File: src/rtl/dma_pkg.sv
// Shared constants, types and byte-lane helpers for the DMA address/word-count bank.
package dma_pkg;

    localparam int unsigned NUM_CH = 4;
    localparam int unsigned AW     = 16;
    localparam int unsigned CHW    = 2;
    localparam int unsigned BW     = 8;

    typedef logic [AW-1:0] addr_t;
    typedef logic [AW-1:0] wc_t;

    typedef struct packed {
        logic [CHW-1:0] ch;
        logic           is_wc;
    } prog_sel_t;

    // Replace one byte lane of a 16-bit register, lane chosen by the byte pointer.
    function automatic logic [AW-1:0] put_byte(input logic [AW-1:0] w,
                                               input logic           hi,
                                               input logic [BW-1:0]  b);
        return hi ? {b, w[BW-1:0]} : {w[AW-1:BW], b};
    endfunction

    // Extract one byte lane of a 16-bit register.
    function automatic logic [BW-1:0] get_byte(input logic [AW-1:0] w,
                                               input logic           hi);
        return hi ? w[AW-1:BW] : w[BW-1:0];
    endfunction

endpackage

File: src/rtl/dma_addr_wc_gen_if.sv
// Programming, transfer-control and Addr/WC/TC signals of the address/word-count bank.
interface dma_addr_wc_gen_if;
    import dma_pkg::*;

    logic              prog_wr;
    logic              prog_rd;
    prog_sel_t         prog_sel;
    logic [BW-1:0]     data_in;
    logic [BW-1:0]     data_out;
    logic              clr_ff;
    logic              master_clr;
    logic              status_rd;
    logic              xfer_step;
    logic [CHW-1:0]    act_ch;
    logic [NUM_CH-1:0] addr_dec;
    logic [NUM_CH-1:0] autoinit;
    addr_t             Addr;
    wc_t               WC;
    logic [NUM_CH-1:0] TC;
    logic              tc_pulse;

    // Controller / CPU side
    modport master (
        output prog_wr, prog_rd, prog_sel, data_in, clr_ff, master_clr,
               status_rd, xfer_step, act_ch, addr_dec, autoinit,
        input  data_out, Addr, WC, TC, tc_pulse
    );

    // Register bank side
    modport slave (
        input  prog_wr, prog_rd, prog_sel, data_in, clr_ff, master_clr,
               status_rd, xfer_step, act_ch, addr_dec, autoinit,
        output data_out, Addr, WC, TC, tc_pulse
    );

endinterface

File: src/rtl/dma_chan_ctr.sv
// One DMA channel: base/current address and word count, step/reload and TC detection.
module dma_chan_ctr
    import dma_pkg::*;
(
    input  logic          clk,
    input  logic          rst_n,
    input  logic          clr,
    input  logic          wr_en,
    input  logic          wr_wc,
    input  logic          wr_hi,
    input  logic [BW-1:0] wr_data,
    input  logic          step,
    input  logic          dec,
    input  logic          autoinit,
    output addr_t         cur_addr,
    output wc_t           cur_wc,
    output logic          tc_evt_c
);

    addr_t base_addr;
    wc_t   base_wc;
    addr_t step_addr_c;
    wc_t   step_wc_c;

    // A step taken while the count is zero rolls over and is the terminal count.
    assign tc_evt_c    = step && (cur_wc == '0);
    assign step_addr_c = dec ? (cur_addr - AW'(1)) : (cur_addr + AW'(1));
    assign step_wc_c   = cur_wc - AW'(1);

    // Register update: clear, then byte write, then transfer step / autoinit reload.
    always_ff @(posedge clk or negedge rst_n) begin
        if (!rst_n) begin
            base_addr <= '0;
            base_wc   <= '0;
            cur_addr  <= '0;
            cur_wc    <= '0;
        end else if (clr) begin
            base_addr <= '0;
            base_wc   <= '0;
            cur_addr  <= '0;
            cur_wc    <= '0;
        end else if (wr_en) begin
            if (wr_wc) begin
                base_wc <= put_byte(base_wc, wr_hi, wr_data);
                cur_wc  <= put_byte(cur_wc, wr_hi, wr_data);
            end else begin
                base_addr <= put_byte(base_addr, wr_hi, wr_data);
                cur_addr  <= put_byte(cur_addr, wr_hi, wr_data);
            end
        end else if (step) begin
            if (tc_evt_c && autoinit) begin
                cur_addr <= base_addr;
                cur_wc   <= base_wc;
            end else begin
                cur_addr <= step_addr_c;
                cur_wc   <= step_wc_c;
            end
        end
    end

endmodule

File: src/rtl/dma_addr_wc_gen.sv
// 8237A-style per-channel address/word-count bank with byte-serial programming.
module dma_addr_wc_gen
    import dma_pkg::*;
(
    input  logic              CLK,
    input  logic              RESET,
    dma_addr_wc_gen_if.slave  bus
);

    logic              ff;
    addr_t             cur_addr [NUM_CH];
    wc_t               cur_wc   [NUM_CH];
    logic [NUM_CH-1:0] wr_en_c;
    logic [NUM_CH-1:0] step_c;
    logic [NUM_CH-1:0] tc_evt_c;
    logic [AW-1:0]     rd_word_c;
    logic [BW-1:0]     data_out_r;
    logic [NUM_CH-1:0] tc_r;
    logic              tc_pulse_r;

    // Per-channel write decode; a write to a channel drops that channel's step.
    always_comb begin
        wr_en_c = '0;
        step_c  = '0;
        for (int unsigned i = 0; i < NUM_CH; i++) begin
            wr_en_c[i] = bus.prog_wr && (bus.prog_sel.ch == CHW'(i));
            step_c[i]  = bus.xfer_step && (bus.act_ch == CHW'(i)) && !wr_en_c[i];
        end
    end

    for (genvar g = 0; g < NUM_CH; g++) begin : g_ch
        dma_chan_ctr u_ctr (
            .clk      (CLK),
            .rst_n    (RESET),
            .clr      (bus.master_clr),
            .wr_en    (wr_en_c[g]),
            .wr_wc    (bus.prog_sel.is_wc),
            .wr_hi    (ff),
            .wr_data  (bus.data_in),
            .step     (step_c[g]),
            .dec      (bus.addr_dec[g]),
            .autoinit (bus.autoinit[g]),
            .cur_addr (cur_addr[g]),
            .cur_wc   (cur_wc[g]),
            .tc_evt_c (tc_evt_c[g])
        );
    end

    // Current register selected for CPU readback.
    assign rd_word_c = bus.prog_sel.is_wc ? cur_wc[bus.prog_sel.ch] : cur_addr[bus.prog_sel.ch];

    // Byte pointer: clear wins over the toggle from any CPU access.
    always_ff @(posedge CLK or negedge RESET) begin
        if (!RESET) begin
            ff <= 1'b0;
        end else if (bus.master_clr || bus.clr_ff) begin
            ff <= 1'b0;
        end else if (bus.prog_wr || bus.prog_rd) begin
            ff <= ~ff;
        end
    end

    // Readback byte; a read coinciding with a write is ignored.
    always_ff @(posedge CLK or negedge RESET) begin
        if (!RESET) begin
            data_out_r <= '0;
        end else if (bus.master_clr) begin
            data_out_r <= '0;
        end else if (bus.prog_rd && !bus.prog_wr) begin
            data_out_r <= get_byte(rd_word_c, ff);
        end
    end

    // Sticky TC bits and the one-cycle EOP pulse; a new TC beats a status read.
    always_ff @(posedge CLK or negedge RESET) begin
        if (!RESET) begin
            tc_r       <= '0;
            tc_pulse_r <= 1'b0;
        end else if (bus.master_clr) begin
            tc_r       <= '0;
            tc_pulse_r <= 1'b0;
        end else begin
            tc_r       <= (bus.status_rd ? '0 : tc_r) | tc_evt_c;
            tc_pulse_r <= |tc_evt_c;
        end
    end

    assign bus.data_out = data_out_r;
    assign bus.TC       = tc_r;
    assign bus.tc_pulse = tc_pulse_r;
    assign bus.Addr     = cur_addr[bus.act_ch];
    assign bus.WC       = cur_wc[bus.act_ch];

endmodule

File: src/flat_wrapper.sv
// flat-port wrapper written by rule: the top's interface ports become plain ports
module dma_addr_wc_gen_flat import dma_pkg::*;
  (CLK, RESET, bus_prog_wr, bus_prog_rd, bus_prog_sel, bus_data_in, bus_clr_ff, bus_master_clr, bus_status_rd, bus_xfer_step, bus_act_ch, bus_addr_dec, bus_autoinit, bus_data_out, bus_Addr, bus_WC, bus_TC, bus_tc_pulse);
  dma_addr_wc_gen_if bus_i ();
  input  logic CLK;
  input  logic RESET;
  input wire logic [$bits(bus_i.prog_wr)-1:0] bus_prog_wr;
  input wire logic [$bits(bus_i.prog_rd)-1:0] bus_prog_rd;
  input wire logic [$bits(bus_i.prog_sel)-1:0] bus_prog_sel;
  input wire logic [$bits(bus_i.data_in)-1:0] bus_data_in;
  input wire logic [$bits(bus_i.clr_ff)-1:0] bus_clr_ff;
  input wire logic [$bits(bus_i.master_clr)-1:0] bus_master_clr;
  input wire logic [$bits(bus_i.status_rd)-1:0] bus_status_rd;
  input wire logic [$bits(bus_i.xfer_step)-1:0] bus_xfer_step;
  input wire logic [$bits(bus_i.act_ch)-1:0] bus_act_ch;
  input wire logic [$bits(bus_i.addr_dec)-1:0] bus_addr_dec;
  input wire logic [$bits(bus_i.autoinit)-1:0] bus_autoinit;
  output wire logic [$bits(bus_i.data_out)-1:0] bus_data_out;
  output wire logic [$bits(bus_i.Addr)-1:0] bus_Addr;
  output wire logic [$bits(bus_i.WC)-1:0] bus_WC;
  output wire logic [$bits(bus_i.TC)-1:0] bus_TC;
  output wire logic [$bits(bus_i.tc_pulse)-1:0] bus_tc_pulse;
  assign bus_i.prog_wr = bus_prog_wr;
  assign bus_i.prog_rd = bus_prog_rd;
  assign bus_i.prog_sel = bus_prog_sel;
  assign bus_i.data_in = bus_data_in;
  assign bus_i.clr_ff = bus_clr_ff;
  assign bus_i.master_clr = bus_master_clr;
  assign bus_i.status_rd = bus_status_rd;
  assign bus_i.xfer_step = bus_xfer_step;
  assign bus_i.act_ch = bus_act_ch;
  assign bus_i.addr_dec = bus_addr_dec;
  assign bus_i.autoinit = bus_autoinit;
  assign bus_data_out = bus_i.data_out;
  assign bus_Addr = bus_i.Addr;
  assign bus_WC = bus_i.WC;
  assign bus_TC = bus_i.TC;
  assign bus_tc_pulse = bus_i.tc_pulse;
  dma_addr_wc_gen u_core (.CLK(CLK), .RESET(RESET), .bus(bus_i));
endmodule
File: config.mk
export PLATFORM = sky130hd
export DESIGN_NAME = dma_addr_wc_gen_flat
export DESIGN_NICKNAME = d
export VERILOG_FILES = /design/src/rtl/dma_pkg.sv /design/src/rtl/dma_addr_wc_gen_if.sv /design/src/rtl/dma_chan_ctr.sv /design/src/rtl/dma_addr_wc_gen.sv /design/src/flat_wrapper.sv
export SDC_FILE = /design/constraint.sdc
export NUM_CORES = 1
export LEC_CHECK = 0
export ABC_AREA = 1
export CORE_ASPECT_RATIO = 1.2
export CORE_MARGIN = 4
export CORE_UTILIZATION = 33
export DETAILED_ROUTE_END_ITERATION = 8
export PLACE_DENSITY = 0.5
export SLEW_MARGIN = 40
export SYNTH_ARGS = -nofsm -noshare
export SYNTH_HDL_FRONTEND = slang
export SYNTH_HIERARCHICAL = 1
export SYNTH_SLANG_ARGS = --single-unit
File: constraint.sdc
create_clock -name CLK -period 2.25 [get_ports CLK]
set_input_delay 0.45 -clock CLK [delete_from_list [all_inputs] [get_ports CLK]]
set_output_delay 0.45 -clock CLK [all_outputs]
set_load 0.05 [all_outputs]
# Word level (Yosys, flattened, before mapping)
# Cells that the tools add are included.
[op_classes]
n_addsub = 12
order_cmp = 2
eq_ne = 24
muxes = 76
bitwise_logic = 4
n_reduce_logical = 79
[op_table]
columns = ["op", "n"]
rows = [
  ["$mux 16", 64],
  ["$bmux 16 s2", 4],
  ["$sub 16x1->16 const B", 8],
  ["$reduce_and 3->1", 32],
  ["$add 16x1->16 const B", 4],
  ["$logic_not 16->1", 4],
  ["$ne 3x3->1 const B", 12],
  ["$mux 8", 3],
  ["$logic_and 1x1->1", 21],
  ["$reduce_bool 2->1", 8],
  ["$ne 3x2->1 const B", 4],
  ["$reduce_bool 3->1", 4],
  ["$eq 2x2->1 const B", 4],
  ["$mux 4", 2],
  ["$ge 3x3->1 const B", 2],
  ["$not 2->3", 2],
  ["$logic_not 1->1", 5],
  ["$eq 2x1->1 const B", 2],
  ["$logic_not 2->1", 2],
  ["$or 4x4->4", 1],
  ["$reduce_or 4->1", 1],
  ["$mux 1", 3],
  ["$logic_or 1x1->1", 2],
  ["$ne 2x1->1 const B", 1],
  ["other kinds (2)", 2],
]
[word_totals]
register_bits = 270
inputBits = 29
out_inout_bits = 45
elab_cells = 233

# Longest topological paths before layout
# Gate-level depths: netlist (run 1).
[depth]
depth_word = 10
depth_mapped = 15
mapped_depth_nobuf = 12

# Modules after synthesis
# The synthesis (run 1) kept the hierarchy.
[modules_own_cells]
columns = ["mod", "n_inst", "cells_each", "area_each_um2", "seq_area_each_um2"]
rows = [
  ["dma_chan_ctr (u_core.g_ch[1].u_ctr ...)", 3, 738, 4735.8, 1601.5],
  ["dma_chan_ctr (u_core.g_ch[0].u_ctr)", 1, 739, 4648.2, 1601.5],
  ["dma_addr_wc_gen", 1, 547, 2755.1, 350.3],
]

# Worst setup path after synthesis (run 1)
# OpenSTA, ideal clock, no wires.
[synth_path]
path_kind = "input to register"
start = "input port bus_prog_sel[1]"
end = "register u_core.g_ch[0].u_ctr.base_wc[10]"
setup_time_ps = 125
t_arrival_ps = 2339
required_ps = 2125
setup_slack_ps = -213
cell_stages = 9
n_path_buf = 3
cell_sequence = "buf_6 buf_6 buf_6 nor3_1 nand2_2 inv_2 nor2_1 nor2_1 mux2_2"
[synth_via]
elab_chain_len = 4
[synth_rtl]
columns = ["item", "line_no", "rtl"]
rows = [
  ["from (decl)", "flat_wrapper.sv:9", "input wire logic [$bits(bus_i.prog_sel)-1:0] bus_prog_sel;"],
  ["$logic_not 2->1", "dma_addr_wc_gen.sv:26", "wr_en_c[i] = bus.prog_wr && (bus.prog_sel.ch == CHW'(i));"],
  ["$logic_and 1x1->1", "dma_addr_wc_gen.sv:26", ""],
  ["via u_core.wr_en_c[0]", "dma_addr_wc_gen.sv:13", "logic [NUM_CH-1:0] wr_en_c;"],
  ["$reduce_bool 2->1 (no source line)", "-", ""],
  ["$reduce_and 3->1 (no source line)", "-", ""],
  ["to (signal assigned)", "dma_chan_ctr.sv:44", "base_wc <= put_byte(base_wc, wr_hi, wr_data);"],
  ["to (decl)", "dma_chan_ctr.sv:21", "wc_t base_wc;"],
]
# The timed path passes the listed nets, and every way through them passes these cells.
# A chain may end at the register's enable or synchronous reset.

# Worst setup path after layout (run 1)
[layout_path]
start = "register u_core.g_ch[0].u_ctr.cur_addr[10]"
end = "output port bus_Addr[10]"
[layout_via]
elab_chain_len = 3
[layout_rtl]
columns = ["item", "line_no", "rtl"]
rows = [
  ["from (decl)", "dma_chan_ctr.sv:15", "output addr_t cur_addr,"],
  ["from (signal assigned)", "dma_chan_ctr.sv:48", "cur_addr <= put_byte(cur_addr, wr_hi, wr_data);"],
  ["from (signal assigned)", "dma_chan_ctr.sv:52", "cur_addr <= base_addr;"],
  ["from (signal assigned)", "dma_chan_ctr.sv:55", "cur_addr <= step_addr_c;"],
  ["$bmux 16 s2", "dma_addr_wc_gen.sv:91", "assign bus.Addr = cur_addr[bus.act_ch];"],
  ["$mux 16 (not written as such) (2 in series)", "dma_addr_wc_gen.sv:91", ""],
  ["to (decl)", "flat_wrapper.sv:19", "output wire logic [$bits(bus_i.Addr)-1:0] bus_Addr;"],
]
# Every way passes these cells. The select of a mux whose other input is x is not followed.

==> key figures, run 1 <==
Timing
  • Worst Clk Skew: 15.8 ps
  • Final setup fails: 0
  • Tmin final: between 2000 and 2500 ps
  • RSZ-0062 raised after global routing: false
  • Hold slack: 387 ps
  • Slew headroom: between 50% and 60%
  • Hold Fails Final Rpt: 0
  • PnR worst setup slack: about 23 ps
  • Fin. max-slew vios: 0
  • Fmax: approximately 450 MHz
  • Worst-Margin Slew: between 600 and 700 ps
  • Final period utilization: 99.0%

Clock network
  • Clk root buf: clkbuf_16
  • CTS tree: built
  • Max Root-Sink Buffers: 3
  • Reg clk slew, reported paths: 60 ps
  • TritonCTS buffer count: 35
  • Worst-skew pair later-pin latency: 550 ps
  • H-tree depth: 2
  • # clock sinks: between 200 and 300

Critical path
  • Arr. time, crit path: 1780 ps
  • Crit end category: primary output
  • Critical Path RT: between 1500 and 2000 ps
  • CP max FO: 4
  • FF-to-FF setup slack: about 250 ps
  • Crit path kind: reg -> out
  • Crit start category: flop

Logic synthesis
  • Mux cell area share after synthesis: 0.521%
  • Simple-gate share of the synthesized area: between 40% and 50%
  • Post-Synth Adder-Cell Area: 4.08%
  • #FFs+latches synth: 270
  • Post-synth top area cell: dfrtp_1
  • Unique cell type count in the Yosys netlist: 39
  • Post-Syn Instances: around 3,500
  • Post-Synth XOR/XNOR Area: ~1.5%
  • Synthesized net count: around 3,600
  • Warnings, synthesis: 6
  • Largest family of logic cells by synthesized area: simple AND/OR/NAND/NOR gates
  • Compound-gate portion of the synthesized area: under 10%
  • Top-area cell type share of the netlist area: 31.3%
  • Post-Syn Area per Cell: 6.17 um2
  • Post-Syn Area: about 22,000 um2
  • Register area share after synthesis: between 30% and 40%
  • Synth top area cells: dfrtp_1 31%, nand2_1 22%, nor2_1 8.8%

Global route
  • Total GRT Usage: roughly a quarter
  • Gr ovfl total: 0
  • Vias in the first global route: roughly 22,000
  • First-pass GRT wire length: ~130,000 um
  • Largest net degree at the start of global routing: just over 70
  • Initial antenna violation count: 0

Floorplanning
  • Row cnt: 102
  • Core ar.: roughly 65,000 um2
  • Chip Height: about 290 um
  • Starting density of the core: 33.4%
  • Die area: approximately 70,000 um2
  • Die Wd: 242 um
  • Num ports: 74

Place
  • I/O Buffers: 73
  • Final Wtd Congestion: approximately 1
  • Post-Place Cells: roughly 4,700
  • Dpl hpwl: approximately 68,000 um
  • Dpl ws: -715 ps

Layout
  • Antenna cells: 0
  • Fin util: around 44%
  • Commonest non-fill, non-tap cell in the layout: nand2_1
  • Layout net count: 3,994
  • Share of layout cells above drive strength 1: between 10% and 20%
  • Finished Layout Cells: 4,755
  • Area growth syn-to-layout: 30.5%
  • Most frequent cells in the layout: 1,252 x nand2_1, 503 x nor2_1, 463 x inv_1

Drt
  • Routed wire length per instance: between 15 and 20 um
  • Detailed-route DRC error count: 0
  • 1st-pass router iterations: 5
  • Initial DRC Count: about 2,000
  • Total wire length: approximately 87,000 um
  • Vias per cell: 4.87
  • Via count: between 20,000 and 25,000
  • Antenna viol nets, final: 0

Run
  • Number of max-cap violations: 0

Power
  • VDD IR max: between 0.7 and 0.8 mV
  • Cell Pwr Density: approximately 970 nW/um2
  • Leakage power figure: about 15 nW

Hold path
  • Tightest Hold Check Type: in -> async

Status
  • Status: completed
## final cells by class
cell class / instances / area (um2)
clock buffer: 55 / 1100
clock inverter: 8 / 97.6
fill: 6869 / 36500
inverter: 485 / 1820
multi-input combinational: 2636 / 12700
sequential: 270 / 6760
tap: 832 / 1040
timing repair buffer: 469 / 4630
## layer usage
| layer | wire, um | part of all wire, % | GRT usage, % | vias up |
|---|---|---|---|---|
| li1 | - | - | - | 11700 |
| met1 | 37300 | 43 | 31.0 | 10700 |
| met2 | 41600 | 48 | 42.4 | 617 |
| met3 | 4810 | 5.5 | 3.63 | 134 |
| met4 | 3420 | 3.9 | 8.64 | 0 |
| met5 | 0 | 0 | 0 | - |
## worst max-delay path, cell delays in order, from the launching register on
cell and delay [ps]:
dfrtp_1 520, a22oi_2 310, nand3_1 200, buf_12 200
## cell usage after synthesis (all sizes together)
master / number
nand4: 30
nand3: 307
a21oi: 52
o21ai: 200
fa: 4
mux2: 10
a22oi: 31
ha: 64
inv: 479
xnor2: 11
nand3b: 9
buf: 80
nor2: 531
dfrtp: 270
nor3: 32
clkbuf: 29
xor2: 27
clkinv: 6
nor4: 2
nor3b: 4
nand2: 1268
o211ai: 41
or2: 13
## power by group
part           switching (mW)  internal [mW]
registers                1.36           5.69
logic                    8.57           5.84
clock network            2.29           3.59
total                    12.2           15.1
## cells by family after synthesis
group           Yosys count
xor+xnor                 38
compound gates          324
buf+inv                 594
flops                   270
mux                      10
simple gates           2196
fa+ha+maj                68
## worst paths after layout
| kind | startpoint | endpoint | cells after the start |
|---|---|---|---|
| worst min register to register | u_core/bus.data_out[0] | u_core/bus.data_out[0] | 2 |
| max in group asynchronous | RESET | u_core/g_ch[0].u_ctr/base_addr[9] | 3 |
| worst min-delay path | RESET | u_core/g_ch[3].u_ctr/cur_addr[13] | 2 |
| worst max-delay path | u_core/g_ch[0].u_ctr/cur_addr[10] | bus_Addr[10] | 3 |
| min in group CLK | bus_clr_ff | u_core/ff | 2 |
| worst max register to register | u_core/g_ch[0].u_ctr/cur_addr[12] | u_core/g_ch[0].u_ctr/cur_addr[15] | 11 |
## flip-flops by register name, summed over array words and instances, names as in the netlist
name	cells
u_core/g_ch.u_ctr/base_addr	64
u_core/g_ch.u_ctr/base_wc	64
u_core/g_ch.u_ctr/cur_addr	64
u_core/g_ch.u_ctr/cur_wc	64
u_core/bus.data_out	8
u_core/bus.TC	4
u_core/bus.tc_pulse	1
u_core/ff	1
## through the flow
step           setup TNS, ps  power, mW  cell area [um2]
2_1_floorplan              0       15.1            21600
3_3_place_gp         -133500       21.2            26300
3_5_place_dp         -139630       21.2            26300
4_1_cts                    0       27.4            27900
5_1_grt                    0       29.4            28200
6_report                   0       27.3            28200
## timing repair
item,CTS,global route
setup buffers,8,5
hold buffers,1,0
setup endpoints to repair,142,142
resized for setup,77,33
pin swaps,12,12
hold endpoints to repair,30,0
cloned,2,3
Power figures use the tool's default switching activity.
==> run 2: changes to the inputs <==
PLACE_DENSITY = not set   (was 0.5)
PLACE_DENSITY_LB_ADDON = 0.2   (was not set)
clock period = 1.8 ns   (was 2.25 ns; I/O delays follow)
==> run 2 against run 1 <==
Net effect: the run now ends with setup timing left; global-route usage is 2.0 points higher; setup slack worse by 410 ps; sequential power is 15% higher; power is 50% higher; design area is 20% higher; combinational power is 78% higher; via count is 8.7% higher; critical path depth is 1 higher; sequential share of layout area is 3.9 points lower; die area stayed put.
==> key figures, run 2 (synthesis gave the netlist of run 1 again) <==
Timing
  • PnR worst setup slack: -392 ps (was 22.9 ps)
  • Tmin final: ~2200 ps
  • RSZ-0062 raised after global routing: true (was false)
  • Fmax: approximately 460 MHz
  • Worst Clk Skew: 15.9 ps (was 15.8 ps)
  • TNS Setup: -10,950 ps (was 0 ps)
  • Worst-Margin Slew: 586 ps (was 635 ps)
  • Slew headroom: 60.9% (was 57.7%)
  • Final period utilization: 122%
  • Final setup fails: 103 (was 0)
  • Hold Fails Final Rpt: 0 (unchanged)
  • Fin. max-slew vios: 0 (unchanged)

Layout
  • Filler cell count: 6,346 (was 6,869)
  • Area growth syn-to-layout: 55.9% (was 30.5%)
  • Layout net count: 4,294 (was 3,994)
  • Storage element area: 6770 um2 (was 6760 um2)
  • Commonest non-fill, non-tap cell in the layout: nand2_1 (unchanged)
  • Multi-input logic area: 15,200 um2 (was 12,700 um2)
  • Share of layout cells above drive strength 1: 33.6% (was 17.3%)
  • Most frequent cells in the layout: 1,161 x nand2_1, 534 x buf_4, 422 x inv_1 (was 1,252 x nand2_1, 503 x nor2_1, 463 x inv_1)

Drt
  • Initial DRC Count: 1,900 (was 2,055)
  • Detailed-route DRC error count: 0 (unchanged)
  • 1st-pass router iterations: 5 (unchanged)
  • Routed wire length per instance: 19.2 um (was 18.3 um)
  • Total wire length: 97,000 um (was 87,200 um)
  • Antenna viol nets, final: 0 (unchanged)
  • Vias per cell: 4.98 (was 4.87)
  • Via count: 25,200 (was 23,100)

Clock network
  • H-tree depth: 2 (unchanged)
  • Reg clk slew, reported paths: 60 ps (about the same)
  • CTS tree: built (unchanged)
  • TritonCTS buffer count: 34 (was 35)
  • Worst-skew pair later-pin latency: 550 ps (about the same)
  • Max Root-Sink Buffers: 3 (unchanged)
  • # clock sinks: 270 (unchanged)
  • Clk root buf: clkbuf_16 (unchanged)

Hold path
  • Tightest Hold Check Type: in -> reg (was in -> async)

Place
  • I/O Buffers: 73 (unchanged)
  • Dpl hpwl: 71,000 um (was 68,200 um)
  • Final Wtd Congestion: 0.978 (about the same)

Global route
  • Vias in the first global route: 23,800 (was 22,100)
  • Largest net degree at the start of global routing: 51 (was 72)
  • Gr ovfl total: 0 (unchanged)
  • First-pass GRT wire length: 142,000 um (was 132,000 um)
  • Total GRT Usage: 26.4% (was 24.4%)
  • Initial antenna violation count: 2 (was 0)

Floorplanning
  • Core ar.: 64,700 um2 (unchanged)
  • Num ports: 74 (unchanged)
  • Chip Height: 288 um (unchanged)
  • Die area: 69,700 um2 (unchanged)
  • Starting density of the core: 33.4% (unchanged)
  • Die Wd: 242 um (unchanged)
  • Row cnt: 102 (unchanged)

Power
  • Pwr Total: 41.0 mW (was 27.3 mW)
  • VDD IR max: 0.762 mV (was 0.700 mV)
  • Leakage power figure: 17.5 nW (was 15.2 nW)
  • Cell Pwr Density: 1220 nW/um2 (was 970 nW/um2)

Critical path
  • Crit start category: flop (unchanged)
  • Buf+Inv Stages, Crit Path: 3 (was 1)
  • CP max FO: 4 (unchanged)
  • Arr. time, crit path: 1830 ps (was 1780 ps)
  • Crit path kind: reg -> out (unchanged)
  • Slowest stage cell on the critical path: o211ai_1 (was dfrtp_1)
  • Crit-path cells: buf_6 -> inv_1 -> o211ai_1 -> clkbuf_16 (was a22oi_2 -> nand3_1 -> buf_12)
  • Critical Path RT: 1440 ps (was 1800 ps)
  • CP peak stage delay: 450 ps (was 520 ps)
  • Crit end category: primary output (unchanged)
  • Top delay family on crit path: buffers and inverters (was flip-flops)

Status
  • Status: finished, violations left (was completed)
  • Failing checks: setup timing

Run
  • Number of max-cap violations: 0 (unchanged)
## run 2: cell count changes in the layout (fill, tap and decap cells not counted), moves of 35 or more
cell | before | now
buf_4 | 338 | 534
nand2_1 | 1252 | 1161
nand3_1 | 274 | 191
nor2_1 | 503 | 421
buf_6 | 14 | 93
nand2_2 | 15 | 85
nand3_2 | 30 | 94
o21ai_0 | 181 | 119
ha_1 | 64 | 15
ha_4 | 0 | 49
nor2_4 | 9 | 56
inv_1 | 463 | 422
nor2_2 | 19 | 54
## run 2: report_power, final
group / leakage, nW / internal [mW] / total, mW / switching, mW
sequential: 3.60 / 7.12 / 8.08 / 0.954
combinational: 13.3 / 11.5 / 25.6 / 14.2
clock: 0.559 / 4.36 / 7.27 / 2.92
## run 2: final timing paths
kind	depth (start not counted)	endpoint	slack, ps	start
max	4	bus_WC[6]	-390	u_core/g_ch[2].u_ctr/cur_wc[6]
min	4	u_core/bus.TC[1]	350	bus_master_clr
max reg2reg	12	u_core/g_ch[0].u_ctr/cur_addr[1]	-160	u_core/g_ch[0].u_ctr/cur_wc[5]
min reg2reg	2	u_core/bus.data_out[1]	480	u_core/bus.data_out[1]
max in group asynchronous	3	u_core/g_ch[0].u_ctr/cur_wc[10]	750	RESET
min in group asynchronous	2	u_core/g_ch[3].u_ctr/cur_addr[14]	360	RESET
## run 2: tightest hold or removal path, delay by kind of cell
kind          cells  cell delay (ps)
buf+inv           3              440
simple gates      1               40
## run 2: stage by stage
step | hold WS [ps] | cells | util, % | worst slack, ps | instance area [um2]
floorplan | 64.4 | 3500 | - | -222 | 22200
global placement | 362 | 4841 | 43.4 | -1060 | 28100
detailed placement | 354 | 4841 | 43.4 | -1040 | 28100
CTS | 309 | 5001 | 48.8 | -390 | 31600
global route | 351 | 5054 | 52.1 | -390 | 33700
finish | 345 | 5057 | 52.1 | -392 | 33700
## run 2: routing by layer
| metal | vias up | GRT usage, % | wire (um) |
|---|---|---|---|
| li1 | 12300 | - | - |
| met1 | 11800 | 33.3 | 39700 |
| met2 | 775 | 43.9 | 45600 |
| met3 | 224 | 3.55 | 5730 |
| met4 | 0 | 14.7 | 5900 |
| met5 | - | 0 | 0 |
## run 2: final cells by class
| class | instances | share of cell area (%) |
|---|---|---|
| clock inverter | 16 | 0.576 |
| antenna | 4 | 0.0297 |
| tap | 832 | 3.09 |
| sequential | 270 | 20.1 |
| multi-input combinational | 2637 | 45.1 |
| inverter | 485 | 5.54 |
| clock buffer | 44 | 2.86 |
| timing repair buffer | 769 | 22.8 |
## run 2: what timing repair did
item / in CTS / in global routing
setup buffers: 91 / 48
hold buffers: 1 / 0
hold endpoints to repair: 34 / 0
pin swaps: 82 / 167
endpoints found under the setup margin: 192 / 200
gates cloned: 9 / 9
gates resized for setup: 300 / 419
==> run 3: changes to the inputs <==
SLEW_MARGIN = 30   (was 40)
==> results of run 3 <==
Final layout, timing and power as in run 2 (identical DEF).
